==> src/rtl/pio_irq_service.sv <==
// pio_irq_service: programs a PIO interrupt mask and services PIO edge
// interrupts. Each serviced interrupt reads the edge-capture and data
// registers, clears the captured edges, and queues a {capture, level} event
// in a first-word fall-through FIFO with a sticky overflow flag.
module pio_irq_service #(
  parameter int unsigned FIFO_DEPTH = 4,
  parameter int unsigned WIDTH      = 18
) (
  input  logic             clk,
  input  logic             reset_n,
  input  logic [WIDTH-1:0] cfg_mask,
  input  logic             cfg_load,
  output logic [1:0]       m_address,
  output logic             m_chipselect,
  output logic             m_write_n,
  output logic [31:0]      m_writedata,
  input  logic [31:0]      m_readdata,
  input  logic             irq_in,
  output logic             evt_valid,
  input  logic             evt_ready,
  output logic [WIDTH-1:0] evt_capture,
  output logic [WIDTH-1:0] evt_level,
  output logic             overflow,
  input  logic             overflow_clr
);

  localparam int unsigned AW = $clog2(FIFO_DEPTH);

  typedef enum logic [2:0] {
    IDLE, CFG_WR, RD_CAP, CAP_WAIT, RD_DAT, DAT_WAIT, CLR_WR, PUSH
  } state_t;

  state_t             state;
  logic               cfg_pending;
  logic [WIDTH-1:0]   mask_q;
  logic [WIDTH-1:0]   cap_reg;
  logic [WIDTH-1:0]   lvl_reg;

  logic [2*WIDTH-1:0] mem [FIFO_DEPTH];
  logic [AW:0]        wr_ptr;
  logic [AW:0]        rd_ptr;
  logic               fifo_empty;
  logic               fifo_full;
  logic               pop;
  logic               push_req;
  logic               push_ok;

  // Upper readdata bits beyond WIDTH carry nothing for this PIO.
  logic               unused_rdata;
  assign unused_rdata = ^m_readdata;

  assign fifo_empty  = (wr_ptr == rd_ptr);
  assign fifo_full   = (wr_ptr[AW] != rd_ptr[AW]) &&
                       (wr_ptr[AW-1:0] == rd_ptr[AW-1:0]);
  assign evt_valid   = !fifo_empty;
  assign pop         = evt_valid && evt_ready;
  assign push_req    = (state == PUSH);
  // A pop in the same cycle frees the slot, so a full FIFO still accepts.
  assign push_ok     = push_req && (!fifo_full || pop);
  assign evt_capture = mem[rd_ptr[AW-1:0]][2*WIDTH-1:WIDTH];
  assign evt_level   = mem[rd_ptr[AW-1:0]][WIDTH-1:0];

  // Latch the most recent requested mask.
  always_ff @(posedge clk or negedge reset_n) begin
    if (!reset_n) begin
      mask_q <= '0;
    end else if (cfg_load) begin
      mask_q <= cfg_mask;
    end
  end

  // Service FSM; bus outputs are registered alongside the next state.
  always_ff @(posedge clk or negedge reset_n) begin
    if (!reset_n) begin
      state        <= IDLE;
      cfg_pending  <= 1'b0;
      m_chipselect <= 1'b0;
      m_write_n    <= 1'b1;
      m_address    <= 2'd0;
      m_writedata  <= '0;
      cap_reg      <= '0;
      lvl_reg      <= '0;
    end else begin
      if (cfg_load) begin
        cfg_pending <= 1'b1;
      end
      case (state)
        IDLE: begin
          // A load arriving in this very cycle counts as pending and its
          // mask is taken straight from the input, so config beats irq.
          if (cfg_pending || cfg_load) begin
            state        <= CFG_WR;
            cfg_pending  <= 1'b0;
            m_chipselect <= 1'b1;
            m_write_n    <= 1'b0;
            m_address    <= 2'd2;
            m_writedata  <= 32'(cfg_load ? cfg_mask : mask_q);
          end else if (irq_in) begin
            state        <= RD_CAP;
            m_chipselect <= 1'b1;
            m_write_n    <= 1'b1;
            m_address    <= 2'd3;
          end
        end
        CFG_WR: begin
          state        <= IDLE;
          m_chipselect <= 1'b0;
          m_write_n    <= 1'b1;
          m_address    <= 2'd0;
          m_writedata  <= '0;
        end
        RD_CAP: begin
          state        <= CAP_WAIT;
          m_chipselect <= 1'b0;
          m_address    <= 2'd3;
        end
        CAP_WAIT: begin
          cap_reg      <= m_readdata[WIDTH-1:0];
          state        <= RD_DAT;
          m_chipselect <= 1'b1;
          m_address    <= 2'd0;
        end
        RD_DAT: begin
          state        <= DAT_WAIT;
          m_chipselect <= 1'b0;
          m_address    <= 2'd0;
        end
        DAT_WAIT: begin
          lvl_reg      <= m_readdata[WIDTH-1:0];
          state        <= CLR_WR;
          m_chipselect <= 1'b1;
          m_write_n    <= 1'b0;
          m_address    <= 2'd3;
          m_writedata  <= 32'(cap_reg);
        end
        CLR_WR: begin
          state        <= PUSH;
          m_chipselect <= 1'b0;
          m_write_n    <= 1'b1;
          m_address    <= 2'd0;
          m_writedata  <= '0;
        end
        PUSH: begin
          state <= IDLE;
        end
        default: begin
          state        <= IDLE;
          m_chipselect <= 1'b0;
          m_write_n    <= 1'b1;
          m_address    <= 2'd0;
          m_writedata  <= '0;
        end
      endcase
    end
  end

  // FIFO pointers with an extra wrap bit to tell full from empty.
  always_ff @(posedge clk or negedge reset_n) begin
    if (!reset_n) begin
      wr_ptr <= '0;
      rd_ptr <= '0;
    end else begin
      if (push_ok) begin
        wr_ptr <= wr_ptr + 1'b1;
      end
      if (pop) begin
        rd_ptr <= rd_ptr + 1'b1;
      end
    end
  end

  // FIFO storage; contents are only meaningful between the pointers.
  always_ff @(posedge clk) begin
    if (push_ok) begin
      mem[wr_ptr[AW-1:0]] <= {cap_reg, lvl_reg};
    end
  end

  // Sticky drop flag; a new drop outranks a simultaneous clear.
  always_ff @(posedge clk or negedge reset_n) begin
    if (!reset_n) begin
      overflow <= 1'b0;
    end else if (push_req && !push_ok) begin
      overflow <= 1'b1;
    end else if (overflow_clr) begin
      overflow <= 1'b0;
    end
  end

endmodule

==> config.mk <==
export PLATFORM = sky130hd
export DESIGN_NAME = pio_irq_service
export DESIGN_NICKNAME = d
export VERILOG_FILES = /design/src/rtl/pio_irq_service.sv
export SDC_FILE = /design/constraint.sdc
export NUM_CORES = 1
export LEC_CHECK = 0
export ABC_CLOCK_PERIOD_IN_PS = 2780
export BUFFER_PORTS_ARGS = -buffer_cell sky130_fd_sc_hd__buf_2
export CORE_MARGIN = 2
export CORE_UTILIZATION = 25
export CTS_CLUSTER_DIAMETER = 120
export DETAILED_ROUTE_END_ITERATION = 10
export GPL_ROUTABILITY_DRIVEN = 0
export PLACE_DENSITY_LB_ADDON = 0.2
export SYNTH_ARGS = -nofsm -noshare
export SYNTH_HDL_FRONTEND = slang
export SYNTH_SLANG_ARGS = --single-unit
export TNS_END_PERCENT = 5
==> constraint.sdc <==
create_clock -name clk -period 2.78 [get_ports clk]
set_input_delay 0.139 -clock clk [delete_from_list [all_inputs] [get_ports clk]]
set_output_delay 0.139 -clock clk [all_outputs]
set_load 0.02 [all_outputs]
-- After elaboration in Yosys (flattened, before gate mapping)
Memories as Yosys holds them, arrays and structs flattened.
Cells that the tools add are included.
- word-level logic and storage cells: 72
- output and inout bits: 74
- memories kept: 1
- bits in writable memories: 144
- register bits after elaboration: 101
- memories (name ; depth ; width ; rd ports ; clocked after Yosys merged registers in ; wr ports ; RTL line ; source):
    mem ; 4 ; 36 ; 1 ; 0 ; 1 ; 39 ; logic [2*WIDTH-1:0] mem [FIFO_DEPTH];
- muxes and demuxes: 21
- add/subtract/negate cells: 2
- equal/unequal tests: 12
- reduce and logical (&&, ||, !) cells: 24
- operators with widths (cell ; count):
    $pmux 32 s3 ; 1
    $mux 32 ; 1
    $pmux 3 s7 ; 1
    $mux 18 ; 1
    $eq 3x3->1 const B ; 4
    $mux 1 ; 10
    $reduce_bool 3->1 ; 3
    $reduce_and 2->1 ; 4
    $reduce_or 2->1 ; 4
    $reduce_or 4->1 ; 2
    $add 3x1->3 const B ; 2
    $eq 3x2->1 const B ; 2
    $mux 3 ; 2
    $pmux 1 s3 ; 2
    $pmux 2 s3 ; 1
    $logic_and 1x1->1 ; 4
    $mux 2 ; 2
    $eq 3x1->1 const B ; 1
    $eq 3x3->1 ; 1
    $logic_not 1->1 ; 3
    $logic_not 3->1 ; 1
    $ne 3x3->1 const B ; 1
    $eq 2x2->1 ; 1
    $logic_or 1x1->1 ; 2
    3 further kinds ; 3

-- Depth between registers and ports, before layout
Gate-level depths: netlist (run 1).
- depth after elaboration: 8
- depth in mapped cells: 7

-- Worst setup path before layout (run 1)
Ideal clock, no wire load.
- kind: flip-flop to flip-flop
- from: reg state[1]
- to: mem mem[0][0] in the netlist's numbering (enable)
- setup slack: 0.527 ns
- data arrival time: 1.856 ns
- buffers on the path: 1
- cell stages (with the launch flop): 5
- clock period less this slack: 2.253 ns
- cell sequence: dfrtp_1 buf_6 nand3_4 a41oi_4 and2_1
- word-level cells in the longest chain between the ends: 4
- ends and longest elaborated chain (element ; RTL line ; source):
    from (decl) ; 33 ; state_t state;
    from (signal assigned) ; 75 ; state <= IDLE;
    from (signal assigned) ; 92 ; state <= CFG_WR;
    from (signal assigned) ; 99 ; state <= RD_CAP;
    $eq 3x3->1 ; 57 ; assign push_req = (state == PUSH);
    $logic_and 1x1->1 ; 59 ; assign push_ok = push_req && (!fifo_full || pop);
    $mux 1 ; 174 ; if (push_ok) begin
    $mux 1 (implied by the code) ; 175 ; mem[wr_ptr[AW-1:0]] <= {cap_reg, lvl_reg};
    to (decl) ; 39 ;
Every way passes these cells.

-- Worst setup path after layout (run 1)
- from: reg rd_ptr[0]
- to: out evt_level[16]
- word-level cells in the longest chain between the ends: 1
- ends and longest elaborated chain (element ; RTL line ; source):
    from (decl) ; 41 ; logic [AW:0] rd_ptr;
    from (signal assigned) ; 167 ; rd_ptr <= rd_ptr + 1'b1;
    $mem_v2 4x36 ; n/a ;
    to (decl) ; 22 ; output logic [WIDTH-1:0] evt_level,
Every way passes these cells.

==> results.rst, run 1 <==
.. list-table::
   :header-rows: 1

   * - Metric
     - Value
   * - Status
     - complete, no violations
   * - Post-synthesis compound-gate area fraction
     - 5.94%
   * - Transition time at the pin with the least slew margin
     - 0.820 ns
   * - Final period utilization
     - 90.2%
   * - Worst Reg2Reg Path Length in Cells
     - 5
   * - Clock root buffer
     - clkbuf_16
   * - Htree depth
     - 1
   * - Top post-synthesis cells by area
     - edfxtp_1 (48%), dfrtp_1 (24%), mux4_2 (8.9%), mux2_2 (4.1%), mux2_1 (2.6%)
   * - Proportion of netlist area held by the largest area contributor
     - 47.5%
   * - Highest-utilization routing layer at the global route stage
     - met2
   * - Tmin final
     - 2.51 ns
   * - Via density per instance
     - 4.29
   * - All-layer global routing usage
     - 11.3%
   * - Clock latency on the worst-skew pair
     - 0.51 ns
   * - Worst path arrival time
     - 2.37 ns
   * - Min setup slack post-route
     - 0.273 ns
   * - Area of the core region
     - 35700 um2
   * - Antenna violation net count after detailed routing
     - 0
   * - Critical path's top delay family
     - buffers and inverters
   * - Clock tree buffer depth
     - 3
   * - Dominant combinational cell family by area after synthesis
     - multiplexers
   * - Cell count after placement
     - 1034
   * - Register area share after synthesis
     - 71.5%
   * - Post-Synthesis Cell Area
     - 9100 um2
   * - Met3 Track Usage GR
     - 2.41%
   * - Leading cell type by number of instances after synthesis
     - edfxtp_1
   * - Crit start category
     - register
   * - Site Rows
     - 69
   * - Final non-filler cell total
     - 1121
   * - WP data required
     - 2.64 ns
   * - Final-stage net count
     - 702
   * - Count of endpoints failing setup in the final report
     - 0
   * - Floorplan die area
     - 37900 um2
   * - Starting Density
     - 25.5%
   * - Maximum Capacitance Violations
     - 0
   * - Total negative slack
     - 0 ns
   * - Critical setup path kind
     - reg -> out
   * - RSZ-0062 raised after global routing
     - no
   * - Post-cts gate resize count
     - 0
   * - Slack of the worst reg-to-reg path
     - 0.55 ns
   * - Worst min-delay path startpoint
     - irq_in
   * - Worst reg2reg endpoint
     - m_writedata[14]$_DFFE_PN0P_
   * - Dominant synthesized flop cell
     - edfxtp_1
   * - Cell accounting for the most synthesized area
     - edfxtp_1
   * - Fin. max-slew vios
     - 0
   * - Horizontal die dimension
     - 195 um
   * - First drt pass iteration count
     - 4
   * - Crit path max fanout
     - 38
   * - Clock transition at the registers of the reported paths
     - 0.06 ns
   * - Final Core Density
     - 31.6%
   * - Synthesized-area fraction occupied by xor and xnor cells
     - 0.660%
   * - Number of buffer cells added on primary ports
     - 101
   * - I/O Pins
     - 130
   * - Clock tree from TritonCTS
     - yes
   * - Type of element capturing the critical path
     - output port
   * - Worst rel slew slack
     - 45.3%
   * - Syn Area/Cell
     - 18.9 um2
   * - Total number of vias
     - 4811
   * - Number of design rule violations left after detail routing
     - 0
   * - Share of synthesized cell area in full adder, half adder and majority cells
     - 0.688%
   * - Fraction of final layout cells with drive strength greater than 1
     - 37.8%
   * - Post-synthesis async set-or-reset flop share
     - 37.7%
   * - Buffer and inverter count on the worst path
     - 2
   * - GR Overflow Total
     - 0
   * - Met1 layer usage reported by global route
     - 15.2%
   * - Pwr/cell area
     - 1110 nW/um2
   * - Simple-Gate Fraction of Synth Area
     - 1.97%
   * - Path type of the worst min-delay path
     - in -> reg
   * - Number of global-route vias before repair
     - 5253
   * - Library cells used by synthesis
     - 47
   * - Worst supply voltage drop on vdd
     - 0.484 mV
   * - Grt met2 use
     - 18.7%
   * - Critical-path cell list
     - buf_4 -> mux4_2 -> buf_2
   * - Die H
     - 195 um
   * - HPWL Detailed
     - 13600 um
   * - Fmax
     - 399 MHz
   * - List of most frequent post-synthesis cells
     - edfxtp_1 (144), dfrtp_1 (86), mux4_2 (36)
   * - Leakage power figure
     - 4.17 nW
   * - Final total power
     - 12.6 mW
   * - Worst clock skew on the final layout
     - 0.00568 ns
   * - Number of synthesized flops with an enable pin
     - 144
   * - Yosys warning total
     - 0
   * - Maximum number of pins on one net before global-route repair
     - 57
   * - Number of flip-flops in the largest register
     - 144
   * - Number of buffers created by CTS
     - 25
   * - TritonCTS sink count
     - 231
   * - Average wire length per cell after detail routing
     - 19.0 um
   * - Antenna violations before repair
     - 0
   * - Global-route wire length before repair
     - 32500 um
   * - Share of cell area taken by muxes after synthesis
     - 16.0%
   * - Cells after Synth
     - 482
   * - Count of state elements after synthesis
     - 231
   * - FILL cells
     - 3530
   * - Total area of multi-input combinational cells
     - 2350 um2
   * - Largest stage delay, worst path
     - 0.66 ns
   * - Library cell contributing the largest single delay on the critical path
     - buf_4
   * - Hold Path End
     - state[1]$_DFFE_PN0P_
   * - Layout Area Growth over Synthesis
     - 24.2%
   * - Final Hold Viols
     - 0
   * - Storage cell area
     - 6500 um2
   * - Worst flop-to-flop path startpoint
     - state[1]$_DFFE_PN0P_
   * - Overall routed net length
     - 21300 um
   * - Worst slack after detailed placement
     - 0.515 ns
   * - Cell count of the worst hold path
     - 3
   * - Iteration-0 DRC count of the detailed router
     - 157
-- layer usage --
layer  up-vias  wire [um]
met5         -          0
met4         0        365
li1       2174          -
met3        28       1090
met1      2499       9860
met2       110      10000
-- tightest hold or removal path: stages --
cell and delay (ns):
buf_2 0.14, a31oi_1 0.15, o21ai_0 0.07
-- power by group --
part	switching, mW	internal [mW]
Combinational	2.35	1.63
Clock	1.26	1.93
Sequential	0.748	4.68
Total	4.36	8.24
-- final cells by class --
type | count | area share, %
Antenna cell | 1 | 0.0222
Clock buffer | 41 | 6.69
Clock inverter | 4 | 0.388
Inverter | 8 | 0.266
Multi-Input combinational cell | 220 | 20.8
Sequential cell | 231 | 57.6
Tap cell | 461 | 5.11
Timing Repair Buffer | 155 | 9.10
-- per-stage QoR --
step / area, um2 / hold WS [ns]
2_1_floorplan: 9150 / -0.157
3_3_place_gp: 10100 / 0.150
3_5_place_dp: 10100 / 0.158
4_1_cts: 11300 / 0.00260
5_1_grt: 11300 / 0.0556
6_report: 11300 / 0.0338
-- how the worst max path moves through the flow --
stage                                     start                   to  slack (ns)  cells past startpoint
final                     rd_ptr[0]$_DFFE_PN0P_        evt_level[16]        0.27                      3
after global routing      rd_ptr[0]$_DFFE_PN0P_        evt_level[16]        0.11                      3
after CTS                 rd_ptr[0]$_DFFE_PN0P_        evt_level[16]        0.16                      3
after detailed placement   state[1]$_DFFE_PN0P_  mem[3][5]$_DFFE_PP_        0.52                      3
after global placement     state[1]$_DFFE_PN0P_  mem[3][3]$_DFFE_PP_        0.57                      3
after floorplan            state[1]$_DFFE_PN0P_  mem[0][0]$_DFFE_PP_        0.53                      4
-- cell families (layout without fill, tap and decap cells) --
| group | after synthesis | after routing |
|---|---|---|
| flops | 231 | 231 |
| mux | 92 | 92 |
| compound gates | 77 | 77 |
| buf+inv | 44 | 208 |
| simple gates | 26 | 26 |
| xor+xnor | 6 | 6 |
| fa+ha+maj | 5 | 5 |
| other cells | 1 | 15 |
-- cells in the final DEF, fill, tap and decap left out, types with 9 or more instances in the layout --
master and count:
a21oi_1 28, a21oi_2 10, a22oi_1 18, buf_2 100
buf_4 13, clkbuf_1 9, clkbuf_16 25, conb_1 14
dfrtp_1 84, dlygate4sd3_1 41, edfxtp_1 144, mux2_1 21
mux2_2 33, mux4_2 36, o21ai_0 9
-- timing repair --
item,CTS,global route
setup endpoints to repair,0,0
setup buffers,0,0
hold buffers,41,0
endpoints found under the hold margin,90,0
Power figures use the tool's default switching activity.
==> inputs of run 2 (changes only) <==
--- a/config.mk
+++ b/config.mk
@@ -9,6 +9,7 @@
 export BUFFER_PORTS_ARGS = -buffer_cell sky130_fd_sc_hd__buf_2
 export CORE_MARGIN = 2
 export CORE_UTILIZATION = 25
+export CTS_BUF_LIST = sky130_fd_sc_hd__clkbuf_8
 export CTS_CLUSTER_DIAMETER = 120
 export DETAILED_ROUTE_END_ITERATION = 10
 export GPL_ROUTABILITY_DRIVEN = 0
==> results.rst, run 2 (synthesis results as in run 1) <==
.. list-table::
   :header-rows: 1

   * - Metric
     - Value
   * - Post-cts gate resize count
     - 0 (unchanged)
   * - GR Overflow Total
     - 0 (unchanged)
   * - Maximum number of pins on one net before global-route repair
     - 57 (unchanged)
   * - Final-stage net count
     - 718 (+2.3%)
   * - Leakage power figure
     - 4.25 nW (+1.8%)
   * - Die H
     - 195 um (unchanged)
   * - Clock root buffer
     - clkbuf_8
   * - RSZ-0062 raised after global routing
     - no
   * - Commonest cells after routing, fill and taps aside
     - edfxtp_1 (144), buf_2 (100), dfrtp_1 (84)
   * - Worst supply voltage drop on vdd
     - 0.431 mV (-11%)
   * - Library cell contributing the largest single delay on the critical path
     - buf_4
   * - Worst clock skew on the final layout
     - 0.0134 ns (+0.00775 ns)
   * - Number of design rule violations left after detail routing
     - 0 (unchanged)
   * - All-layer global routing usage
     - 11.6% (+0.24 points)
   * - Crit start category
     - register
   * - HPWL Detailed
     - 13600 um (unchanged)
   * - Critical path's top delay family
     - buffers and inverters
   * - Largest stage delay, worst path
     - 0.65 ns (about the same)
   * - Fin. max-slew vios
     - 0 (unchanged)
   * - TritonCTS sink count
     - 231 (unchanged)
   * - Antenna violations before repair
     - 0 (unchanged)
   * - Total number of vias
     - 4933 (+2.5%)
   * - Horizontal die dimension
     - 195 um (unchanged)
   * - Leading cell type in the layout, fill and taps excluded
     - edfxtp_1
   * - Buffers inserted by post-CTS timing repair
     - 0 (unchanged)
   * - Number of global-route vias before repair
     - 5452 (+3.8%)
   * - Clock tree buffer depth
     - 3 (unchanged)
   * - Global-route wire length before repair
     - 32900 um (+1.5%)
   * - Clock latency on the worst-skew pair
     - 0.53 ns (+0.02 ns)
   * - Count of endpoints failing setup in the final report
     - 0 (unchanged)
   * - Starting Density
     - 25.5% (unchanged)
   * - Final Hold Viols
     - 0 (unchanged)
   * - Site Rows
     - 69 (unchanged)
   * - Placed inst area
     - 10100 um2 (unchanged)
   * - Average wire length per cell after detail routing
     - 18.7 um (-1.5%)
   * - Number of buffers created by CTS
     - 40 (+60%)
   * - Clock transition at the registers of the reported paths
     - 0.06 ns (about the same)
   * - Number of flip-flops in the largest register
     - 144 (unchanged)
   * - Fraction of final layout cells with drive strength greater than 1
     - 38.8% (+0.97 points)
   * - Number of hold buffers added after cts
     - 42 (+2.4%)
   * - WP data required
     - 2.64 ns (about the same)
   * - First drt pass iteration count
     - 4 (unchanged)
   * - Worst rel slew slack
     - 45.5% (+0.18 points)
   * - Path type of the worst min-delay path
     - in -> async
   * - Via density per instance
     - 4.29 (about the same)
   * - Overall routed net length
     - 21500 um (+1.0%)
   * - Critical setup path kind
     - reg -> out
   * - Layout Area Growth over Synthesis
     - 24.2% (about the same)
   * - Critical-path cell list
     - buf_4 -> mux4_2 -> buf_2
   * - Transition time at the pin with the least slew margin
     - 0.817 ns (-0.00273 ns)
   * - Htree depth
     - 2 (+1)
   * - Layout Cell Area excl Fill
     - 11300 um2 (about the same)
   * - Type of element capturing the critical path
     - output port
   * - Crit path max fanout
     - 38 (unchanged)
   * - Buffer and inverter count on the worst path
     - 2 (unchanged)
   * - Antenna violation net count after detailed routing
     - 0 (unchanged)
   * - Fmax
     - 399 MHz (about the same)
   * - Final Core Density
     - 31.6% (about the same)
   * - Status
     - complete, no violations
   * - Clock tree from TritonCTS
     - yes
   * - Tmin final
     - 2.51 ns (+0.00130 ns)
   * - Count of antenna diodes in the layout
     - 0 (-1)
   * - Maximum Capacitance Violations
     - 0 (unchanged)
   * - Final period utilization
     - 90.2% (about the same)
   * - Floorplan die area
     - 37900 um2 (unchanged)
   * - Area of the core region
     - 35700 um2 (unchanged)
   * - Worst path arrival time
     - 2.37 ns (about the same)
   * - Total negative slack
     - 0 ns (unchanged)
   * - FILL cells
     - 3554 (+0.68%)
   * - Number of buffer cells added on primary ports
     - 101 (unchanged)
   * - Iteration-0 DRC count of the detailed router
     - 198 (+26%)
   * - Pwr/cell area
     - 1100 nW/um2 (-1.8%)
   * - I/O Pins
     - 130 (unchanged)
## run 2: changes by cell type in the layout (fill, tap and decap cells not counted)
cell           change
clkbuf_8          +44
inv_1             +15
inv_6              +1
dlygate4sd3_1      +1
clkbuf_16         -25
clkinv_1           +5
clkbuf_1           -9
bufinv_16          -1
clkinv_2           -1
diode_2            -1
## run 2: final cells by class
type                            instances  area, um2  area share, %
Timing Repair Buffer                  156       1040           9.19
Clock inverter                         23       92.6          0.819
Inverter                                8       30.0          0.266
Sequential cell                       231       6500           57.6
Tap cell                              461        577           5.10
Multi-Input combinational cell        220       2350           20.8
Clock buffer                           51        702           6.21
## run 2: stage by stage
stage | hold slack [ns] | setup WS (ns) | std cells | power [mW]
floorplan | -0.157 | 0.527 | 495 | 8.17
global placement | 0.150 | 0.572 | 1034 | 9.42
detailed placement | 0.158 | 0.515 | 1034 | 9.54
CTS | 0.128 | 0.150 | 1150 | 12.6
global route | 0.154 | 0.0861 | 1150 | 13.2
finish | 0.117 | 0.272 | 1150 | 12.4
## run 2: report_power, final
| group | total (mW) | leakage [nW] | internal [mW] | switching, mW |
|---|---|---|---|---|
| clock network | 2.97 | 0.464 | 1.65 | 1.32 |
| logic | 3.98 | 1.46 | 1.63 | 2.35 |
| registers | 5.43 | 2.32 | 4.68 | 0.750 |
| total | 12.4 | 4.25 | 7.95 | 4.42 |
## run 2: routing by layer
metal  global-route usage [%]  routed length, um  vias to the layer above  part of all wire (%)
met2                     18.8              10100                      144                    47
met5                        0                  0                        -                     0
li1                         -                  -                     2215                     -
met4                     3.73                346                        0                   1.6
met3                     2.97               1390                       32                   6.5
met1                     15.1               9660                     2542                    45
## run 2: worst paths after layout
path	end	depth (start not counted)	slack [ns]	start
max reg2reg	m_writedata[9]$_DFFE_PN0P_	5	0.54	state[1]$_DFFE_PN0P_
min in group clk	mask_q[8]$_DFFE_PN0P_	3	0.39	cfg_mask[8]
max in group asynchronous	m_write_n$_DFFE_PN1P_	3	1.90	reset_n
max	evt_level[16]	3	0.27	rd_ptr[0]$_DFFE_PN0P_
min	lvl_reg[2]$_DFFE_PN0N_	2	0.12	reset_n
min reg2reg	mask_q[3]$_DFFE_PN0P_	1	0.49	mask_q[3]$_DFFE_PN0P_
